===== config.mk =====
export PLATFORM = sky130hd
export DESIGN_NAME = pid_seq
export DESIGN_NICKNAME = d
export VERILOG_FILES = /design/src/rtl/pid_pkg.sv /design/src/rtl/pid_mul10x6.sv /design/src/rtl/pid_seq.sv
export SDC_FILE = /design/constraint.sdc
export NUM_CORES = 1
export LEC_CHECK = 0
export ABC_AREA = 1
export BUFFER_PORTS_ARGS = -buffer_cell sky130_fd_sc_hd__buf_2
export CAP_MARGIN = 20
export CORE_MARGIN = 3
export CORE_UTILIZATION = 60
export DETAILED_ROUTE_END_ITERATION = 12
export PLACE_DENSITY = 0.78
export SYNTH_ARGS = -nofsm -noshare
export SYNTH_HDL_FRONTEND = slang
export SYNTH_SLANG_ARGS = --single-unit

===== constraint.sdc =====
create_clock -name clk -period 9 [get_ports clk]
set_input_delay 1.35 -clock clk [delete_from_list [all_inputs] [get_ports clk]]
set_output_delay 1.35 -clock clk [all_outputs]
set_load 0.02 [all_outputs]

===== src/rtl/pid_pkg.sv =====
// Shared types, widths and clamp limits for the PID sequencer.
package pid_pkg;

    localparam int unsigned ERR_W   = 16;
    localparam int unsigned SAT_W   = 10;
    localparam int unsigned DSAT_W  = 7;
    localparam int unsigned INTEG_W = 18;
    localparam int unsigned COEF_W  = 6;
    localparam int unsigned TERM_W  = 16;

    localparam int ERR_MIN   = -512;
    localparam int ERR_MAX   = 511;
    localparam int D_MIN     = -64;
    localparam int D_MAX     = 63;
    localparam int INTEG_MIN = -131072;
    localparam int INTEG_MAX = 131071;

    typedef enum logic [2:0] {
        ST_IDLE  = 3'd0,
        ST_SAT   = 3'd1,
        ST_MUL_P = 3'd2,
        ST_MUL_D = 3'd3,
        ST_SUM   = 3'd4
    } state_e;

    // Clamp a sign-extended 32-bit value into [lo, hi]; callers truncate the result.
    function automatic logic signed [31:0] sclamp(input logic signed [31:0] v,
                                                  input int lo,
                                                  input int hi);
        if (v < lo) begin
            return lo;
        end else if (v > hi) begin
            return hi;
        end
        return v;
    endfunction

endpackage


===== src/rtl/pid_mul10x6.sv =====
// Registered 10x6 signed multiplier shared between the P and D terms.
module pid_mul10x6
    import pid_pkg::*;
(
    input  logic                     clk,
    input  logic                     rst_n,
    input  logic                     en,
    input  logic signed [SAT_W-1:0]  a,
    input  logic signed [COEF_W-1:0] b,
    output logic signed [TERM_W-1:0] p
);

    logic signed [TERM_W-1:0] a_x;
    logic signed [TERM_W-1:0] b_x;
    logic signed [TERM_W-1:0] p_d;
    logic signed [TERM_W-1:0] p_q;

    // Sign-extend both operands to the product width and form the next product.
    always_comb begin
        a_x = {{(TERM_W-SAT_W){a[SAT_W-1]}}, a};
        b_x = {{(TERM_W-COEF_W){b[COEF_W-1]}}, b};
        p_d = p_q;
        if (en) begin
            p_d = a_x * b_x;
        end
    end

    // Product register.
    always_ff @(posedge clk or negedge rst_n) begin
        if (!rst_n) begin
            p_q <= '0;
        end else begin
            p_q <= p_d;
        end
    end

    assign p = p_q;

endmodule


===== src/rtl/pid_seq.sv =====
// PID sequencer: one saturated P+I+D update per accepted error sample, five cycles each.
module pid_seq
    import pid_pkg::*;
#(
    parameter logic [4:0]  P_COEFF = 5'd12,
    parameter logic [4:0]  D_COEFF = 5'd7,
    parameter int unsigned D_DEPTH = 2
) (
    input  logic              clk,
    input  logic              rst_n,
    input  logic              err_vld,
    input  logic [ERR_W-1:0]  err,
    input  logic              int_clr,
    output logic [TERM_W-1:0] pid_out,
    output logic              out_vld,
    output logic              busy
);

    state_e state_q, state_d;

    logic signed [ERR_W-1:0]   err_q, err_d;
    logic signed [SAT_W-1:0]   err_sat_q, err_sat_d;
    logic signed [DSAT_W-1:0]  d_sat_q, d_sat_d;
    logic signed [TERM_W-1:0]  p_term_q, p_term_d;
    logic signed [INTEG_W-1:0] integ_q, integ_d;
    logic signed [SAT_W-1:0]   hist_q [D_DEPTH];
    logic signed [SAT_W-1:0]   hist_d [D_DEPTH];
    logic signed [TERM_W-1:0]  pid_out_q, pid_out_d;
    logic                      out_vld_q, out_vld_d;

    logic signed [SAT_W-1:0]   err_sat_c;
    logic signed [DSAT_W-1:0]  d_sat_c;
    logic signed [INTEG_W-1:0] integ_nxt;
    logic signed [TERM_W-1:0]  i_term;

    logic                      mul_en;
    logic signed [SAT_W-1:0]   mul_a;
    logic signed [COEF_W-1:0]  mul_b;
    logic signed [TERM_W-1:0]  mul_p;

    // Next-state logic for the fixed five-step sequence.
    always_comb begin
        state_d = state_q;
        unique case (state_q)
            ST_IDLE:  if (err_vld) state_d = ST_SAT;
            ST_SAT:   state_d = ST_MUL_P;
            ST_MUL_P: state_d = ST_MUL_D;
            ST_MUL_D: state_d = ST_SUM;
            ST_SUM:   state_d = ST_IDLE;
            default:  state_d = ST_IDLE;
        endcase
    end

    // Saturating arithmetic: error clamp, derivative clamp, integrator update.
    always_comb begin
        err_sat_c = SAT_W'(sclamp({{(32-ERR_W){err_q[ERR_W-1]}}, err_q}, ERR_MIN, ERR_MAX));
        d_sat_c   = DSAT_W'(sclamp({{(32-SAT_W){err_sat_c[SAT_W-1]}}, err_sat_c}
                                 - {{(32-SAT_W){hist_q[D_DEPTH-1][SAT_W-1]}}, hist_q[D_DEPTH-1]},
                                   D_MIN, D_MAX));
        integ_nxt = INTEG_W'(sclamp({{(32-INTEG_W){integ_q[INTEG_W-1]}}, integ_q}
                                   + {{(32-SAT_W){err_sat_q[SAT_W-1]}}, err_sat_q},
                                     INTEG_MIN, INTEG_MAX));
        i_term    = {{(TERM_W-(INTEG_W-6)){integ_nxt[INTEG_W-1]}}, integ_nxt[INTEG_W-1:6]};
    end

    // Multiplier operand select: P gain in MUL_P, D gain in MUL_D.
    always_comb begin
        mul_en = (state_q == ST_MUL_P) || (state_q == ST_MUL_D);
        if (state_q == ST_MUL_D) begin
            mul_a = {{(SAT_W-DSAT_W){d_sat_q[DSAT_W-1]}}, d_sat_q};
            mul_b = {1'b0, D_COEFF};
        end else begin
            mul_a = err_sat_q;
            mul_b = {1'b0, P_COEFF};
        end
    end

    pid_mul10x6 u_mul (
        .clk   (clk),
        .rst_n (rst_n),
        .en    (mul_en),
        .a     (mul_a),
        .b     (mul_b),
        .p     (mul_p)
    );

    // Datapath register updates per state; int_clr overrides integrator and history.
    // The P product is moved out of the multiplier register at the MUL_D edge,
    // leaving the D product in the multiplier register for the SUM edge.
    always_comb begin
        err_d     = err_q;
        err_sat_d = err_sat_q;
        d_sat_d   = d_sat_q;
        p_term_d  = p_term_q;
        integ_d   = integ_q;
        hist_d    = hist_q;
        pid_out_d = pid_out_q;
        out_vld_d = 1'b0;

        unique case (state_q)
            ST_IDLE: begin
                if (err_vld) err_d = signed'(err);
            end
            ST_SAT: begin
                err_sat_d = err_sat_c;
                d_sat_d   = d_sat_c;
            end
            ST_MUL_D: begin
                p_term_d = mul_p;
            end
            ST_SUM: begin
                integ_d   = integ_nxt;
                hist_d[0] = err_sat_q;
                for (int unsigned k = 1; k < D_DEPTH; k++) begin
                    hist_d[k] = hist_q[k-1];
                end
                pid_out_d = p_term_q + i_term + mul_p;
                out_vld_d = 1'b1;
            end
            default: ;
        endcase

        if (int_clr) begin
            integ_d = '0;
            for (int unsigned k = 0; k < D_DEPTH; k++) begin
                hist_d[k] = '0;
            end
        end
    end

    // State and datapath registers.
    always_ff @(posedge clk or negedge rst_n) begin
        if (!rst_n) begin
            state_q   <= ST_IDLE;
            err_q     <= '0;
            err_sat_q <= '0;
            d_sat_q   <= '0;
            p_term_q  <= '0;
            integ_q   <= '0;
            pid_out_q <= '0;
            out_vld_q <= 1'b0;
            for (int unsigned k = 0; k < D_DEPTH; k++) begin
                hist_q[k] <= '0;
            end
        end else begin
            state_q   <= state_d;
            err_q     <= err_d;
            err_sat_q <= err_sat_d;
            d_sat_q   <= d_sat_d;
            p_term_q  <= p_term_d;
            integ_q   <= integ_d;
            pid_out_q <= pid_out_d;
            out_vld_q <= out_vld_d;
            for (int unsigned k = 0; k < D_DEPTH; k++) begin
                hist_q[k] <= hist_d[k];
            end
        end
    end

    assign pid_out = pid_out_q;
    assign out_vld = out_vld_q;
    assign busy    = (state_q != ST_IDLE);

endmodule


======== Yosys cells after proc, flatten, opt, wreduce, memory -nomap -nowiden ========
Index checks and enable logic that the tools add are counted.
cells by class
  add/subtract/negate cells ............... 4
  multiply operators ...................... 1
  magnitude comparators ................... 6
  eq/ne operators ......................... 5
  multiplexer cells ....................... 24
  reductions and logical operators ........ 5
operators with widths
  operator              count
  $mux 18               5
  $mux 10               4
  $mux 20               2
  $mux 7                3
  $add 18x10->19        1
  $gt 19x18->1 const B  1
  $lt 19x18->1 const B  1
  $add 16x12->16        1
  $add 16x16->16        1
  $gt 16x10->1 const B  1
  $lt 16x10->1 const B  1
  $mul 10x5->15         1
  $pmux 3 s4            1
  $gt 11x7->1 const B   1
  $lt 11x7->1 const B   1
  $sub 10x10->11        1
  $mux 1                7
  $eq 3x2->1 const B    2
  $mux 4                1
  $eq 3x1->1 const B    1
  $eq 3x3->1 const B    1
  $logic_not 3->1       1
  $mux 3                1
  $reduce_bool 3->1     1
  other kinds (4)       4
storage, ports and cells
  bits in registers ....................... 123
  input port bits ......................... 20
  word-level logic and storage cells ...... 56

======== Logic depth before layout (Yosys ltp) ========
  word-level depth ........................ 9
  gate-level depth with buffers ........... 26
  mapped depth without buffers ............ 25

======== Modules after synthesis ========
Synthesis repeated with hierarchy kept, for this count alone.
unflattened totals
  cells, all modules ...................... 1,343
  area total of the unflattened synthesis .. 10,049.6 um^2
modules (own cells, without submodules)
  module       times used  cells an instance  area an instance (um^2)  sequential area each (um^2)
  pid_seq      1           936                7,135.6                  2,677.6
  pid_mul10x6  1           407                2,914.0                  400.4

======== Least setup slack after synthesis ========
Ideal clock, no wire load.
  kind .................................... reg-to-reg
  start ................................... reg state_q[1]
  end ..................................... reg u_mul.p_q[10] (netlist: u_mul.p[10])
  library setup time ...................... 0.118 ns
  arrival ................................. 3.932 ns
  slack ................................... 4.950 ns
  cell stages (with the launch flop) ...... 21
  buffers on the path ..................... 2
  clock period less this slack ............ 4.050 ns
  cell sequence ........................... dfrtp_1 -> nand2_1 -> nor2_1 -> clkbuf_1 -> clkbuf_1 -> o21ai_0 -> ha_1 -> inv_1 -> fa_1 -> inv_1 -> fa_1 -> ha_1 -> a21oi_1 -> nand2_1 -> nand2_1 -> nand2_1 -> a21oi_1 -> o21ai_0 -> or2_2 -> nand3_1 -> nand2_1
between the ends
  cells in the longest elaborated chain, start to end .. 3
  elaborated cells between the ends (all ways) .. 6
  classes of those cells .................. mul (1); eq/ne (2); mux (2); reduce/logical (1)
RTL lines
  what                                      RTL line                      text
  start: declaration                        pid_seq.sv:19                 state_e state_q, state_d;
  start signal: assignment                  pid_seq.sv:146                state_q <= state_d;
  $eq 3x2->1                                pid_seq.sv:68, pid_seq.sv:69
  $mux 10 / $mux 4 (equally long branches)  pid_seq.sv:69                 if (state_q == ST_MUL_D) begin
  $mul 10x5->15                             pid_mul10x6.sv:24             p_d = a_x * b_x;
  end signal: assignment                    pid_mul10x6.sv:33             p_q <= p_d;
  end: declaration                          pid_mul10x6.sv:16             logic signed [TERM_W-1:0] p_q;
Several ways; a longest one is shown, not always the timed one.
A chain may end at the register's enable or synchronous reset.

======== Worst setup path in the final report ========
  start ................................... reg err_sat_q[9]
  end ..................................... reg pid_out_q[9] (netlist: pid_out[9])
between the ends
  cells in the longest elaborated chain, start to end .. 7
  elaborated cells between the ends (all ways) .. 9
  classes of those cells .................. add/sub (3); order compare (2); mux (4)
RTL lines
  what                      RTL line        text
  start: declaration        pid_seq.sv:22   logic signed [SAT_W-1:0] err_sat_q, err_sat_d;
  start signal: assignment  pid_seq.sv:148  err_sat_q <= err_sat_d;
  $add 18x10->19 *          pid_seq.sv:61   + {{(32-SAT_W){err_sat_q[SAT_W-1]}}, err_sat_q},
  $gt 19x18->1              pid_pkg.sv:32   end else if (v > hi) begin
  $mux 1                    pid_pkg.sv:32
  $mux 1                    pid_pkg.sv:30   if (v < lo) begin
  $mux 18 *                 pid_pkg.sv:35   return v;
  $add 16x12->16 *          pid_seq.sv:117  pid_out_d = p_term_q + i_term + mul_p;
  $add 16x16->16 *          pid_seq.sv:117
  end signal: assignment    pid_seq.sv:152  pid_out_q <= pid_out_d;
  end: declaration          pid_seq.sv:28   logic signed [TERM_W-1:0] pid_out_q, pid_out_d;
Every way passes the cells marked *; elsewhere a longest branch is shown, timed or not.

==> flow_metrics.py <==
metrics = {
    "run_status": {
        "status": "completed",
    },
    "setup_path": {
        "cpMaxStageDelayCell": "dfrtp_1",
        "cp-start-kind": "register",
        "crit_family": "simple AND/OR/NAND/NOR gates",
        "startpoint": "err_sat_q[9]$_DFFE_PN0P_",
        "cp_slowest_stage_delay_ps": 620,
        "crit_fanout": 22,
        "crit_path_end_kind": "register",
        "required_ps": 9330,
        "timing.rr.start": "err_sat_q[9]$_DFFE_PN0P_",
        "path_buf_inv": 3,
        "worstPathCellList": "ha_1 > nand2_1 > inv_1 > nand2_1 > nand2_1 > a21oi_1 > nand4_1 > nand2_4 > nand2_2 > nand2_1 > nand2_1 > fa_1 > inv_1 > ha_1 > inv_1 > fa_1 > o21a_1 > nor3_1 > nor3_1 > xor2_1 > o21ai_0",
        "crit_top_cell": "nand2_1",
        "worst_ep_arrival_time_ps": 4880,
        "criticalPathCategory": "register to register",
    },
    "synth": {
        "ys_top_cells_by_count": "nand2_1 (304), inv_1 (183), dfrtp_1 (121)",
        "async_flop_share_pct": 100.0,
        "synth-edff-count": 0,
        "synth_area_leaders": "dfrtp_1 (34%), nand2_1 (13%), ha_1 (9.7%)",
        "netlist-cell-type-count": 41,
        "ys_ff_latch": 121,
        "syn_area_mm2": 0.008798,
        "synth_seq_area_share_pct": 34.41,
        "synth.avg_cell_area_um2": 7.725,
        "ys.flop_type": "dfrtp_1",
        "yosys.area.top_type_share_pct": 34.41,
        "syn_inst": 1139,
        "yosys_warnings": 0,
        "yosys.area.top_type": "dfrtp_1",
        "synthesis.nets": 1260,
        "synth_most_common_cell": "nand2_1",
    },
    "timing": {
        "fin_crit_ps": 4550,
        "min_period_over_period_pct": 50.56,
        "slew_headroom_pct": 42.81,
        "final-max-slew-violation-count": 0,
        "fin_setup_tns_ps": 0,
        "tightest_slew_ps": 855.8,
        "setup_viol": 0,
        "hold_slack_ps": 474.3,
        "hold_viol_final": 0,
        "rsz0062_at_grt": "no",
        "fmax_mhz": 219.8,
        "fin_skew_ps": 9.025,
    },
    "grt": {
        "grt.total_usage_pct": 25.23,
        "grt_max_degree": 64,
        "grt.overflow.total": 0,
        "grt_pass1_wl_um": 32910,
        "antenna_found_initial": 0,
        "grt_pass1_vias": 7095,
    },
    "finish": {
        "utilization_pct": 68.74,
        "drive_gt1_share_pct": 10.09,
        "n_fill_cell": 1202,
        "diodes": 0,
        "area_growth_pct": 10.13,
        "stdcell_area_mm2": 0.009689,
        "finish.net_count": 1297,
    },
    "cts": {
        "clk_latency_ps": 430,
        "cts-root-buf": "clkbuf_16",
        "cts.path.max_buffers": 2,
        "cts_made_buffers": 17,
        "cts_resized": 0,
        "h-tree-depth": 4,
        "cts_sinks": 121,
        "clk_pin_slew_ps": 60,
        "cts_hold_repair.buffers": 0,
        "postCtsSetupBuffers": 0,
        "cts_tree": "yes",
    },
    "floorplan": {
        "die_y_um": 127.1,
        "dieArea_mm2": 0.01615,
        "die_w_um": 127.1,
        "coreArea_mm2": 0.01410,
        "num_rows": 43,
        "start_util_pct": 62.42,
        "io_pins": 38,
    },
    "place": {
        "post_dp_cell_area_mm2": 0.009134,
        "port_buffers": 37,
        "dp_hpwl_um": 14440,
        "gp_congestion": 0.9436,
    },
    "drt": {
        "drt_iter0_markers": 457,
        "top_layer_used": "met4",
        "met2_length_um": 8807,
        "viasPerCell": 5.249,
        "wl_um": 18840,
        "drc_errors": 0,
        "num_vias": 7186,
        "routedWlPerCell_um": 13.76,
        "wl_met1_um": 8637,
        "met3_length_um": 803,
        "drt_pre_antenna_iters": 5,
        "antenna_left": 0,
    },
    "run": {
        "max-cap-violations": 0,
    },
    "hold_path": {
        "min_path_type": "register to register",
        "hp-start": "pid_out[11]$_DFFE_PN0P_",
    },
}
-- metal layers --
metal  vias to the layer above  GRT usage, %
met5                         -             0
met4                         0         9.842
met3                        35         5.017
met2                       162         41.53
met1                      3293         33.04
li1                       3696             -
-- final timing paths --
kind                                      endpoint  slack [ps]  depth (start not counted)
hold / removal             pid_out[11]$_DFFE_PN0P_         470                          2
setup reg to reg            pid_out[9]$_DFFE_PN0P_        4450                         21
setup / recovery            pid_out[9]$_DFFE_PN0P_        4450                         21
max in group asynchronous     err_q[6]$_DFFE_PN0P_        6760                          2
min in group asynchronous  integ_q[15]$_DFFE_PN0P_         980                          1
hold reg to reg            pid_out[11]$_DFFE_PN0P_         470                          2
-- metrics by stage --
stage               setup slack, ps  instances
floorplan                      4950       1139
global placement               4637       1337
detailed placement             4542       1337
CTS                            4534       1369
global route                   4007       1369
finish                         4450       1369
-- logic make-up after synthesis --
family	synth area share, %
flip-flops	34.41
AND/OR/NAND/NOR	23.73
multiplexers	2.162
buffers and inverters	9.371
adder cells (fa/ha/maj)	17.18
XOR/XNOR	3.285
AO/OA/AOI/OAI	9.855
-- registers in the layout, indices dropped and copies added, names as in the netlist --
| name | flops |
|---|---|
| hist_q | 20 |
| integ_q | 18 |
| err_q | 16 |
| pid_out | 16 |
| p_term_q | 15 |
| u_mul.p | 15 |
| err_sat_q | 10 |
| d_sat_q | 7 |
| state_q | 3 |
| out_vld | 1 |
-- cell type report --
class                      instances  area [um^2]  area share, %
multi-input combinational        807         4954          51.12
sequential                       121         3028          31.25
inverter                         187        701.9          7.244
clock buffer                      17        425.4          4.390
timing repair buffer              42        225.2          2.324
tap                              180        225.2          2.324
clock inverter                    15        130.1          1.343
-- worst reg2reg max path: cells and delay by family (launching register included) --
kind,cells,cell delay (ps)
xor+xnor,1,140
compound gates,3,590
buf+inv,3,220
fa+ha+maj,4,1420
flops,1,620
simple gates,10,1450
-- placed cells by master, fill, tap and decap left out, types with 23 or more instances in the layout --
cell,count
ha_1,68
o22ai_1,23
fa_1,33
buf_2,36
inv_1,183
a21oi_1,49
nor2_1,89
nand2_1,304
dfrtp_1,121
nand3_1,54
o21ai_0,66
Power is not shown: default switching activity piles up to over one toggle a cycle in this logic, so the estimate is an artifact.
